===== src/rtl/mips_pkg.sv =====
// Shared MIPS fetch-stage definitions: FSM states, default vectors and the
// next-PC source encoding used between the selector and the PC register.
package mips_pkg;

  localparam logic [31:0] DEF_RESET_VEC = 32'h0000_0000;
  localparam logic [31:0] DEF_EXC_VEC   = 32'h8000_0180;

  typedef enum logic [1:0] {
    ST_BOOT = 2'd0,
    ST_RUN  = 2'd1,
    ST_HALT = 2'd2
  } pc_state_e;

  typedef enum logic [1:0] {
    SEL_HOLD  = 2'd0,
    SEL_SEQ   = 2'd1,
    SEL_REDIR = 2'd2,
    SEL_EXC   = 2'd3
  } pc_sel_e;

endpackage


===== src/rtl/pc_gen_unit_if.sv =====
// Fetch-PC control and result bundle between the pipeline and pc_gen_unit.
interface pc_gen_unit_if #(
  parameter int PC_W = 32
);

  logic            i_stall;
  logic            i_fetch_ready;
  logic            i_redir_valid;
  logic [PC_W-1:0] i_redir_pc;
  logic            i_exc;
  logic            i_halt;
  logic            i_resume;
  logic [PC_W-1:0] o_pc;
  logic [PC_W-1:0] o_pc_plus;
  logic            o_valid;
  logic [PC_W-1:0] o_epc;
  logic            o_misalign;

  // PC generator side
  modport master (
    input  i_stall, i_fetch_ready, i_redir_valid, i_redir_pc,
           i_exc, i_halt, i_resume,
    output o_pc, o_pc_plus, o_valid, o_epc, o_misalign
  );

  // Pipeline / control side
  modport slave (
    output i_stall, i_fetch_ready, i_redir_valid, i_redir_pc,
           i_exc, i_halt, i_resume,
    input  o_pc, o_pc_plus, o_valid, o_epc, o_misalign
  );

endinterface


===== src/rtl/pc_next_sel.sv =====
// Combinational next-PC priority mux: exception, misaligned-redirect trap,
// redirect, hold, sequential. Also yields the EPC load and misalign flag.
module pc_next_sel
  import mips_pkg::*;
#(
  parameter int              PC_W    = 32,
  parameter logic [PC_W-1:0] EXC_VEC = PC_W'(DEF_EXC_VEC),
  parameter int              ALIGN_B = 2
) (
  input  pc_state_e       state,
  input  logic [PC_W-1:0] pc,
  input  logic [PC_W-1:0] pc_plus,
  input  logic            exc,
  input  logic            redir_valid,
  input  logic [PC_W-1:0] redir_pc,
  input  logic            halt,
  input  logic            stall,
  input  logic            fetch_ready,
  output pc_sel_e         sel,
  output logic [PC_W-1:0] pc_d,
  output logic            epc_load,
  output logic [PC_W-1:0] epc_val,
  output logic            misalign
);

  // Mask form keeps ALIGN_B = 0 (byte-addressed fetch) legal.
  localparam logic [PC_W-1:0] ALIGN_MASK = (PC_W'(1) << ALIGN_B) - PC_W'(1);

  logic redir_misaligned;

  assign redir_misaligned = |(redir_pc & ALIGN_MASK);

  always_comb begin
    // NOTE: every output gets a default first so no path leaves it unassigned,
    // which would otherwise infer a latch.
    sel      = SEL_HOLD;
    epc_load = 1'b0;
    epc_val  = pc;
    misalign = 1'b0;

    case (state)
      ST_RUN: begin
        if (exc) begin
          sel      = SEL_EXC;
          epc_load = 1'b1;
        end else if (redir_valid && redir_misaligned) begin
          sel      = SEL_EXC;
          epc_load = 1'b1;
          epc_val  = redir_pc;
          misalign = 1'b1;
        end else if (redir_valid) begin
          sel = SEL_REDIR;
        end else if (halt || stall || !fetch_ready) begin
          sel = SEL_HOLD;
        end else begin
          sel = SEL_SEQ;
        end
      end
      ST_HALT: begin
        // Redirects are dropped while halted; only an exception moves the PC.
        if (exc) begin
          sel      = SEL_EXC;
          epc_load = 1'b1;
        end
      end
      default: ;
    endcase
  end

  always_comb begin
    pc_d = pc;
    case (sel)
      SEL_SEQ:   pc_d = pc_plus;
      SEL_REDIR: pc_d = redir_pc;
      SEL_EXC:   pc_d = EXC_VEC;
      default:   pc_d = pc;
    endcase
  end

endmodule


===== src/rtl/pc_gen_unit.sv =====
// Fetch-stage program-counter generator: BOOT/RUN/HALT FSM, PC, EPC and the
// one-cycle misaligned-target pulse. Next-PC selection lives in pc_next_sel.
module pc_gen_unit
  import mips_pkg::*;
#(
  parameter int              PC_W      = 32,
  parameter logic [PC_W-1:0] RESET_VEC = PC_W'(DEF_RESET_VEC),
  parameter logic [PC_W-1:0] EXC_VEC   = PC_W'(DEF_EXC_VEC),
  parameter int              INC       = 4,
  parameter int              ALIGN_B   = 2
) (
  input  logic          i_clk,
  input  logic          i_rst_n,
  pc_gen_unit_if.master bus
);

  pc_state_e       state_q, state_d;
  logic [PC_W-1:0] pc_q, pc_d;
  logic [PC_W-1:0] epc_q, epc_d;
  logic            misalign_q, misalign_d;

  logic [PC_W-1:0] pc_plus;
  pc_sel_e         sel;
  logic [PC_W-1:0] sel_pc;
  logic            epc_load;
  logic [PC_W-1:0] epc_val;
  logic            sel_misalign;

  // Addition truncates to PC_W, so the top of the address space wraps to 0.
  assign pc_plus = pc_q + PC_W'(INC);

  pc_next_sel #(
    .PC_W    (PC_W),
    .EXC_VEC (EXC_VEC),
    .ALIGN_B (ALIGN_B)
  ) u_next_sel (
    .state       (state_q),
    .pc          (pc_q),
    .pc_plus     (pc_plus),
    .exc         (bus.i_exc),
    .redir_valid (bus.i_redir_valid),
    .redir_pc    (bus.i_redir_pc),
    .halt        (bus.i_halt),
    .stall       (bus.i_stall),
    .fetch_ready (bus.i_fetch_ready),
    .sel         (sel),
    .pc_d        (sel_pc),
    .epc_load    (epc_load),
    .epc_val     (epc_val),
    .misalign    (sel_misalign)
  );

  always_comb begin
    state_d    = state_q;
    pc_d       = sel_pc;
    epc_d      = epc_load ? epc_val : epc_q;
    misalign_d = sel_misalign;

    case (state_q)
      ST_BOOT: state_d = ST_RUN;
      ST_RUN: begin
        // Halt only takes effect when no flush claimed the cycle.
        if (sel == SEL_HOLD && bus.i_halt) state_d = ST_HALT;
      end
      ST_HALT: begin
        if (bus.i_exc || bus.i_resume) state_d = ST_RUN;
      end
      default: state_d = ST_BOOT;
    endcase
  end

  always_ff @(posedge i_clk or negedge i_rst_n) begin
    if (!i_rst_n) begin
      state_q    <= ST_BOOT;
      pc_q       <= RESET_VEC;
      epc_q      <= '0;
      misalign_q <= 1'b0;
    end else begin
      // NOTE: non-blocking assignments so every register samples the
      // pre-edge values regardless of statement order.
      state_q    <= state_d;
      pc_q       <= pc_d;
      epc_q      <= epc_d;
      misalign_q <= misalign_d;
    end
  end

  assign bus.o_pc       = pc_q;
  assign bus.o_pc_plus  = pc_plus;
  assign bus.o_valid    = (state_q == ST_RUN);
  assign bus.o_epc      = epc_q;
  assign bus.o_misalign = misalign_q;

endmodule


===== src/flat_wrapper.sv =====
// flat-port wrapper written by rule: the top's interface ports become plain ports
module pc_gen_unit_flat import mips_pkg::*;
#(
  parameter int              PC_W      = 32,
  parameter logic [PC_W-1:0] RESET_VEC = PC_W'(DEF_RESET_VEC),
  parameter logic [PC_W-1:0] EXC_VEC   = PC_W'(DEF_EXC_VEC),
  parameter int              INC       = 4,
  parameter int              ALIGN_B   = 2
)
  (i_clk, i_rst_n, bus_i_stall, bus_i_fetch_ready, bus_i_redir_valid, bus_i_redir_pc, bus_i_exc, bus_i_halt, bus_i_resume, bus_o_pc, bus_o_pc_plus, bus_o_valid, bus_o_epc, bus_o_misalign);
  pc_gen_unit_if #(.PC_W(PC_W)) bus_i ();
  input  logic i_clk;
  input  logic i_rst_n;
  input wire logic [$bits(bus_i.i_stall)-1:0] bus_i_stall;
  input wire logic [$bits(bus_i.i_fetch_ready)-1:0] bus_i_fetch_ready;
  input wire logic [$bits(bus_i.i_redir_valid)-1:0] bus_i_redir_valid;
  input wire logic [$bits(bus_i.i_redir_pc)-1:0] bus_i_redir_pc;
  input wire logic [$bits(bus_i.i_exc)-1:0] bus_i_exc;
  input wire logic [$bits(bus_i.i_halt)-1:0] bus_i_halt;
  input wire logic [$bits(bus_i.i_resume)-1:0] bus_i_resume;
  output wire logic [$bits(bus_i.o_pc)-1:0] bus_o_pc;
  output wire logic [$bits(bus_i.o_pc_plus)-1:0] bus_o_pc_plus;
  output wire logic [$bits(bus_i.o_valid)-1:0] bus_o_valid;
  output wire logic [$bits(bus_i.o_epc)-1:0] bus_o_epc;
  output wire logic [$bits(bus_i.o_misalign)-1:0] bus_o_misalign;
  assign bus_i.i_stall = bus_i_stall;
  assign bus_i.i_fetch_ready = bus_i_fetch_ready;
  assign bus_i.i_redir_valid = bus_i_redir_valid;
  assign bus_i.i_redir_pc = bus_i_redir_pc;
  assign bus_i.i_exc = bus_i_exc;
  assign bus_i.i_halt = bus_i_halt;
  assign bus_i.i_resume = bus_i_resume;
  assign bus_o_pc = bus_i.o_pc;
  assign bus_o_pc_plus = bus_i.o_pc_plus;
  assign bus_o_valid = bus_i.o_valid;
  assign bus_o_epc = bus_i.o_epc;
  assign bus_o_misalign = bus_i.o_misalign;
  pc_gen_unit #(.PC_W(PC_W), .RESET_VEC(RESET_VEC), .EXC_VEC(EXC_VEC), .INC(INC), .ALIGN_B(ALIGN_B)) u_core (.i_clk(i_clk), .i_rst_n(i_rst_n), .bus(bus_i));
endmodule

===== config.mk =====
export PLATFORM = sky130hd
export DESIGN_NAME = pc_gen_unit_flat
export DESIGN_NICKNAME = d
export VERILOG_FILES = /design/src/rtl/mips_pkg.sv /design/src/rtl/pc_gen_unit_if.sv /design/src/rtl/pc_next_sel.sv /design/src/rtl/pc_gen_unit.sv /design/src/flat_wrapper.sv
export SDC_FILE = /design/constraint.sdc
export NUM_CORES = 1
export LEC_CHECK = 0
export CAP_MARGIN = 20
export CORE_UTILIZATION = 46
export DETAILED_ROUTE_END_ITERATION = 10
export PLACE_DENSITY = 0.79
export SYNTH_ARGS = -nofsm -noshare
export SYNTH_HDL_FRONTEND = slang
export SYNTH_SLANG_ARGS = --single-unit

===== constraint.sdc =====
create_clock -name i_clk -period 2.6 [get_ports i_clk]
set_input_delay 0.52 -clock i_clk [delete_from_list [all_inputs] [get_ports i_clk]]
set_output_delay 0.52 -clock i_clk [all_outputs]
set_load 0.05 [all_outputs]

**After elaboration in Yosys (flattened, before gate mapping)**

Cells that the tools add are included.

- Register bits: 67
- Latch bits: 0
- Bits in writable memories: 0
- ROM bits: 0
- Input port bits: 40
- Output and inout port bits: 98
- Logic and storage cells: 42
- Memories kept: 0

- $add $sub $neg: 1
- $mul: 0
- Divide/modulo/power cells: 0
- Order comparisons: 0
- Equal/unequal tests: 7
- Shift operators: 0
- Mux-type cells: 19
- Bitwise operators: 0
- Reduce and logical (&&, ||, !) cells: 11

Operators with widths:

| cell | number |
|---|---|
| two-way mux 32 bit | 3 |
| one-hot mux 32 bit (3 select lines) | 1 |
| adder 32 x 3 -> 32 bit (second input constant) | 1 |
| two-way mux 2 bit | 6 |
| equality test 2 bit (second input constant) | 3 |
| two-way mux 1 bit | 6 |
| one-hot mux 2 bit (3 select lines) | 1 |
| equality test 2 x 1 -> 1 bit (second input constant) | 2 |
| zero test 2 bit | 2 |
| inequality test 2 x 1 -> 1 bit (second input constant) | 2 |
| one-hot mux 2 bit (2 select lines) | 1 |
| logical OR 1 bit | 3 |
| nonzero test 3 bit | 1 |
| logical AND 1 bit | 2 |
| one-hot mux 1 bit (2 select lines) | 1 |
| AND reduction 2 bit | 1 |
| OR reduction 2 bit | 1 |
| zero test 1 bit | 1 |

**Depth between registers and ports, before layout**

Gate-level depths: netlist of the first run.

- Depth after elaboration: 11
- Gate-level depth with buffers: 9
- Depth with buffers taken out: 7

**Modules after synthesis**

Synthesis of the first run repeated with hierarchy kept, for this count alone.

- Cell total of the unflattened synthesis: 360
- Area total of the unflattened synthesis: 4151.5 um2

Modules (own cells, without submodules):

| module | times used | cells each | area each (um2) |
|---|---|---|---|
| pc_gen_unit | 1 | 194 | 2698.8 |
| pc_next_sel | 1 | 166 | 1452.6 |

**Worst setup path after synthesis of the first run**

Ideal clock, no wire load.

- Path kind: reg-to-output
- Start: register u_core.pc_q[10] (netlist: u_core.bus.o_pc[10])
- End: output bus_o_pc_plus[29]
- Arrival: 2.797 ns
- Path slack: -0.717 ns
- Cell stages (with the launch flop): 6
- Path buffers: 1
- Cell sequence: dfrtp_1 > buf_2 > nand3_4 > or4_4 > nor4_1 > xor2_1

- Cells in the longest elaborated chain, start to end: 1

Ends and longest elaborated chain:

| item | RTL line | RTL |
|---|---|---|
| start: declaration | pc_gen_unit.sv:18 | `logic [PC_W-1:0] pc_q, pc_d;` |
| start signal: assignment | pc_gen_unit.sv:82 | `pc_q <= pc_d;` |
| adder 32 x 3 -> 32 bit | pc_gen_unit.sv:30 | `assign pc_plus = pc_q + PC_W'(INC);` |
| end: declaration | flat_wrapper.sv:22 | `output wire logic [$bits(bus_i.o_pc_plus)-1:0] bus_o_pc_plus;` |

No other way between the ends.

**Worst setup path in the final report of the first run**

- Start: register u_core.pc_q[15] (netlist: u_core.bus.o_pc[15])
- End: output bus_o_pc_plus[29]

Same word-level chain as after synthesis.

==> flow_summary.toml, run 1 <==
[finish]
syn_to_final_growth_pct = 76.51
drive_above_1_share_pct = 31.29
n_antenna_cell = 0
nets = 693

[floorplan]
start_util_pct = 48.56
rows = 33
coreArea_sq_mm = 0.008382
die_w_um = 96.07
io_pins = 138
dieHeight_um = 96.07
die_area_sq_mm = 0.009228

[critical_path]
worst_setup_path_end_kind = "output port"
start_kind = "register"
r2r_slack_ns = 0.26
worst_ep_required_time_ns = 2.08
crit_type = "register to output port"
critPathMaxFanout = 5
arrival_ns = 2.22

[logic_synthesis]
yosysTopAreaCellShare_pct = 41.19
synthArstFlopShare_pct = 100.0
synth-seq-cells = 67
synth_common_cells = "79 x nand2_1, 67 x dfrtp_1, 54 x o21ai_0"
yosysMostFrequentCell = "nand2_1"
syn_nets = 496
syn_inst = 450
syn_area_per_cell_sq_um = 9.045
synth.distinct_cells = 47
synthTopCellsByArea = "dfrtp_1 41%, mux2i_1 8.1%, nand2_1 7.3%"
yosys_warnings = 0
synthFlopType = "dfrtp_1"
synth-seq-area-share_pct = 41.19
synth_edf_count = 0
yosysTopAreaCell = "dfrtp_1"
syn_area_sq_mm = 0.004070

[placed_design]
globalplace.congestion = 0.9295
numPortBuffers = 137
dp_hpwl_um = 9404

[grt]
grt_overflow_total = 0
grt_max_degree = 49
grt_use_total_pct = 31.03
grt_pass1_vias = 4208
grt_antenna_before_repair = 0
grt_pass1_wl_um = 21340

[timing]
setup_viol = 13
max_slew_margin_pct = 63.76
post-route-min-period_ns = 2.737
rsz0062_at_grt = "true"
slew_violations = 0
setup_ws_ns = -0.1367
final_hold_viol_count = 0
fmax_mhz = 365.4
setup_tns_ns = -0.8845
finalCritPeriodShare_pct = 105.3
whs_ns = 0.1033
tightestPinTransition_ns = 0.5419
fin_skew_ns = 0.009211

[routing]
vias_per_cell = 5.993
ant_nets = 0
remaining_drc_errors = 0
detail_route.iter0.violations = 392
drtPass1Iterations = 6
wl_per_cell_um = 20.41
wl_um = 15450
vias = 4537

[clock_network]
path_clk_slew_ns = 0.08
clockBufferDepth = 2
hold_buffers = 0
numCtsBuffers = 9
cts_sinks = 67
htreeDepth = 3
cts_tree = "done"
root_buffer = "clkbuf_8"
clock_latency_ns = 0.37

[status]
status = "finished, violations left"
violations = "setup timing"

[min_path]
hold_path.class = "input pin to async pin"

[run]
cap_viol_max_count = 0

[pwr]
leakage_uw = 0.003018
peakVddDrop_v = 0.001171
p_per_area_mw_per_mm2 = 1395
critical path, stage by stage (launching register included):
cell,delay [ns]
dfrtp_2,0.39
nand4_1,0.24
or4_4,0.54
nor4_2,0.17
buf_4,0.19
xor2_4,0.17
buf_12,0.15
timing repair:
| item | in CTS | in global routing |
|---|---|---|
| gates resized for setup | 12 | 26 |
| buffers inserted | 16 | 19 |
| endpoints found under the setup margin | 23 | 22 |
| cloned | 0 | 0 |
| pin swaps | 7 | 12 |
final cells by class:
cell class,instances,area (sq um)
multi-input cells,342,2753
fillers,443,1197
repair buffers,220,2322
flip-flops and latches,67,1704
clock buffers,9,123.9
clock inverters,7,123.9
inverters,7,26.28
well taps,105,131.4
cell usage in the layout (no fill, tap or decap), types with 17 or more instances in the layout:
master	Yosys	final
clkdlybuf4s50_1	0	107
mux2i_1	33	33
nand2_1	79	74
nand3_1	21	17
xor2_1	29	23
o21ai_0	54	54
dfrtp_1	67	45
dfrtp_2	0	22
buf_4	2	74
buf_12	0	30
sequential cells by signal (all words and copies together) (netlist names):
register / flops
u_core.bus.o_pc: 32
u_core.state_q: 2
u_core.bus.o_epc: 32
u_core.bus.o_misalign: 1
kinds of logic after synthesis:
logic type               share of synthesized area (%)
AND/OR/NAND/NOR                                  21.73
AO/OA/AOI/OAI                                    11.68
flip-flops                                       41.19
XOR/XNOR                                         10.76
buffers and inverters                            4.396
multiplexers                                     8.392
adder cells (fa/ha/maj)                          1.844
per-layer routing:
| metal | vias up | wire (um) | global-route usage (%) |
|---|---|---|---|
| met3 | 60 | 1279 | 5.371 |
| met5 | - | 0 | 1.786 |
| met2 | 301 | 7864 | 53.01 |
| met4 | 0 | 568 | 13.81 |
| met1 | 2201 | 5740 | 38.13 |
| li1 | 1975 | - | - |
worst paths after layout:
path | startpoint | cells after the start | endpoint
max | u_core.bus.o_pc[15]$_DFFE_PN0P_ | 6 | bus_o_pc_plus[29]
min | i_rst_n | 1 | u_core.bus.o_epc[16]$_DFFE_PN0P_
max reg2reg | u_core.state_q[1]$_DFFE_PN0P_ | 8 | u_core.bus.o_pc[24]$_DFFE_PN0P_
min reg2reg | u_core.bus.o_epc[23]$_DFFE_PN0P_ | 2 | u_core.bus.o_epc[23]$_DFFE_PN0P_
max in group asynchronous | i_rst_n | 2 | u_core.bus.o_pc[2]$_DFFE_PN0P_
min in group i_clk | u_core.bus.o_epc[23]$_DFFE_PN0P_ | 2 | u_core.bus.o_epc[23]$_DFFE_PN0P_
power breakdown:
group | switching (uW) | internal [uW]
sequential | 372 | 1480
clock | 483 | 645
combinational | 4350 | 2690
through the flow:
stage | setup WS [ns] | instance area [sq um] | utilization, % | power (uW) | std cells
floorplan | -0.2837 | 4437 | - | 5813 | 450
global placement | 0.1656 | 6455 | 77.01 | 8253 | 706
detailed placement | 0.1551 | 6455 | 77.01 | 8358 | 706
CTS | -0.05018 | 6900 | 82.33 | 9635 | 738
global route | -0.1585 | 7184 | 85.71 | 10410 | 757
finish | -0.1367 | 7184 | 85.71 | 10020 | 757
Power figures use the tool's default switching activity.
==> run 2, diff against run 1 <==
--- a/config.mk
+++ b/config.mk
@@ -6,9 +6,9 @@
 export NUM_CORES = 1
 export LEC_CHECK = 0
 export CAP_MARGIN = 20
-export CORE_UTILIZATION = 46
+export CORE_UTILIZATION = 42
 export DETAILED_ROUTE_END_ITERATION = 10
-export PLACE_DENSITY = 0.79
+export PLACE_DENSITY = 0.78
 export SYNTH_ARGS = -nofsm -noshare
 export SYNTH_HDL_FRONTEND = slang
 export SYNTH_SLANG_ARGS = --single-unit
==> constraint.sdc (replaced) <==
create_clock -name i_clk -period 2.4 [get_ports i_clk]
set_input_delay 0.48 -clock i_clk [delete_from_list [all_inputs] [get_ports i_clk]]
set_output_delay 0.48 -clock i_clk [all_outputs]
set_load 0.05 [all_outputs]
==> run 2 against run 1 <==
  * The run still ends with setup timing left
  * Final cell count rose by 3.7%
  * Die area increased by 9.3%
  * First-iteration DRC count is 25% lower
  * Critical path depth grew 2
  * Combinational power increased by 9.8%
  * Design area up 3.4%
  * Clock skew up 0.00064 ns
  * Count of clock-buffer cells in the layout up 2
  * Via count down 3.0%
  * Critical endpoint is now bus_o_pc_plus[25]
  * Largest power group unchanged
==> flow_summary.toml, run 2 (synthesis results as in run 1) <==
[pwr]
p_sw_share_pct = 52.38
internal_power_uw = 5083
p_sw_uw = 5592
power_frac_seq_pct = 18.4
peakVddDrop_v = 0.0009558
p_per_area_mw_per_mm2 = 1437
power.total_uw = 10680
leakage_uw = 0.003164
combPwrFrac_pct = 72.5
p_clk_share_pct = 9.1

[routing]
remaining_drc_errors = 0
detail_route.iter0.violations = 293
drtPass1Iterations = 5
vias_per_cell = 5.608
wl_um = 14820
ant_nets = 0
wl_per_cell_um = 18.88
vias = 4402

[grt]
gr-usage-met3_pct = 5.153
use_met2_pct = 50.74
grt_max_degree = 39
grt_overflow_total = 0
grt_pass1_wl_um = 22670
grt_pass1_vias = 4426
use_met1_pct = 35.52
grt_antenna_before_repair = 0
grt_use_total_pct = 29.22
busiest_layer = "met2"

[timing]
setup_viol = 18
fmax_mhz = 379.3
post-route-min-period_ns = 2.637
fin_skew_ns = 0.009853
final_hold_viol_count = 0
tightestPinTransition_ns = 0.7345
max_slew_margin_pct = 50.74
rsz0062_at_grt = "true"
slew_violations = 0
setup_ws_ns = -0.2367
finalCritPeriodShare_pct = 109.9

[floorplan]
die_area_sq_mm = 0.01009
die_w_um = 100.4
rows = 35
coreArea_sq_mm = 0.009328
dieHeight_um = 100.4
start_util_pct = 43.64
io_pins = 138

[clock_network]
clock_latency_ns = 0.36
numCtsBuffers = 9
htreeDepth = 3
clockBufferDepth = 2
cts_sinks = 67
cts_tree = "done"
root_buffer = "clkbuf_8"
path_clk_slew_ns = 0.07

[placed_design]
place_area_sq_mm = 0.006735
dp_hpwl_um = 9802
numPortBuffers = 137
globalplace.congestion = 0.8735
dp.cells = 737

[critical_path]
crit_type = "register to output port"
rr_worst_depth = 8
r2r_slack_ns = 0.07
endpoint = "bus_o_pc_plus[25]"
critPathMaxFanout = 6
cp_cell_sequence = "nand4_1 -> buf_4 -> nor4_4 -> buf_6 -> nand3_4 -> nor2_4 -> xor2_4 -> buf_12"
worst_setup_path_end_kind = "output port"
max_stage_delay_ns = 0.38
start_kind = "register"
startpoint = "u_core.bus.o_pc[15]$_DFFE_PN0P_"
r2r-start = "u_core.state_q[0]$_DFFE_PN0P_"
r2r_end = "u_core.bus.o_pc[25]$_DFFE_PN0P_"
cpMaxStageDelayCell = "dfrtp_2"
worst_ep_required_time_ns = 1.92
arrival_ns = 2.16

[finish]
final_cell_mix = "106 x clkdlybuf4s50_1, 73 x buf_4, 68 x nand2_1, 54 x o21ai_0, 44 x dfrtp_1"
post-route-util_pct = 79.62
nets = 697
drive_above_1_share_pct = 34.45
syn_to_final_growth_pct = 82.48
design_area_sq_mm = 0.007427
layout_commonest_cell = "clkdlybuf4s50_1"
n_antenna_cell = 0
final_cells = 785

[status]
violations = "setup timing"
status = "finished, violations left"

[min_path]
hold_path.class = "input pin to async pin"

[run]
cap_viol_max_count = 0
-- run 2: metal layers --
| layer | part of all wire [%] | vias to the layer above | routed length, um |
|---|---|---|---|
| met1 | 39 | 2176 | 5794 |
| met3 | 6.0 | 47 | 886 |
| met5 | 0 | - | 0 |
| met2 | 52 | 200 | 7678 |
| met4 | 3.1 | 0 | 464 |
| li1 | - | 1979 | - |
-- run 2: area by class of cell --
type	count	area (sq um)
tap	129	161.4
clock inverter	5	52.55
sequential	67	1705
inverter	7	26.28
clock buffer	11	141.4
fill	564	1901
multi-input combinational	342	2942
timing repair buffer	224	2399
-- run 2: worst min-delay path by stage --
stage	endpoint	start	slack, ns
after floorplan	u_core.bus.o_epc[0]$_DFFE_PN0P_	i_rst_n	0.18
after global placement	u_core.bus.o_misalign$_DFF_PN0_	i_rst_n	0.44
after detailed placement	u_core.bus.o_epc[18]$_DFFE_PN0P_	i_rst_n	0.44
after CTS	u_core.bus.o_epc[27]$_DFFE_PN0P_	i_rst_n	0.07
after global routing	u_core.bus.o_epc[18]$_DFFE_PN0P_	i_rst_n	0.08
final	u_core.bus.o_epc[18]$_DFFE_PN0P_	i_rst_n	0.04
-- run 2: critical path: cells and delay by family (launching register included) --
kind / cells / cell delay, ns
and+or+nand+nor: 4 / 0.68
xor gates and xnor gates: 1 / 0.18
buffers and inverters: 3 / 0.56
DFF: 1 / 0.38
-- run 2: through the flow --
stage | setup WS (ns) | setup TNS, ns | hold WS (ns)
final | -0.2367 | -2.530 | 0.04492
after global placement | 0.08608 | 0 | 0.4400
after global routing | -0.3104 | -3.639 | 0.08198
after floorplan | -0.2418 | -2.143 | 0.1844
after CTS | -0.2275 | -1.147 | 0.06772
after detailed placement | 0.01527 | 0 | 0.4382
-- run 2: power by group through the flow --
stage,registers (uW),clock network (uW),logic (uW)
4_1_cts,1940,968,7550
5_1_grt,2000,1030,8090
3_5_place_dp,1970,0,7380
6_report,1970,972,7730
3_3_place_gp,1950,0,7250
2_1_floorplan,3500,0,2980
-- run 2: what timing repair did --
| action | 4_1_cts | 5_1_grt |
|---|---|---|
| resized for setup | 46 | 9 |
| setup buffers | 23 | 9 |
| pin swaps | 34 | 15 |
| hold buffers | 0 | 0 |
| setup endpoints to repair | 22 | 24 |
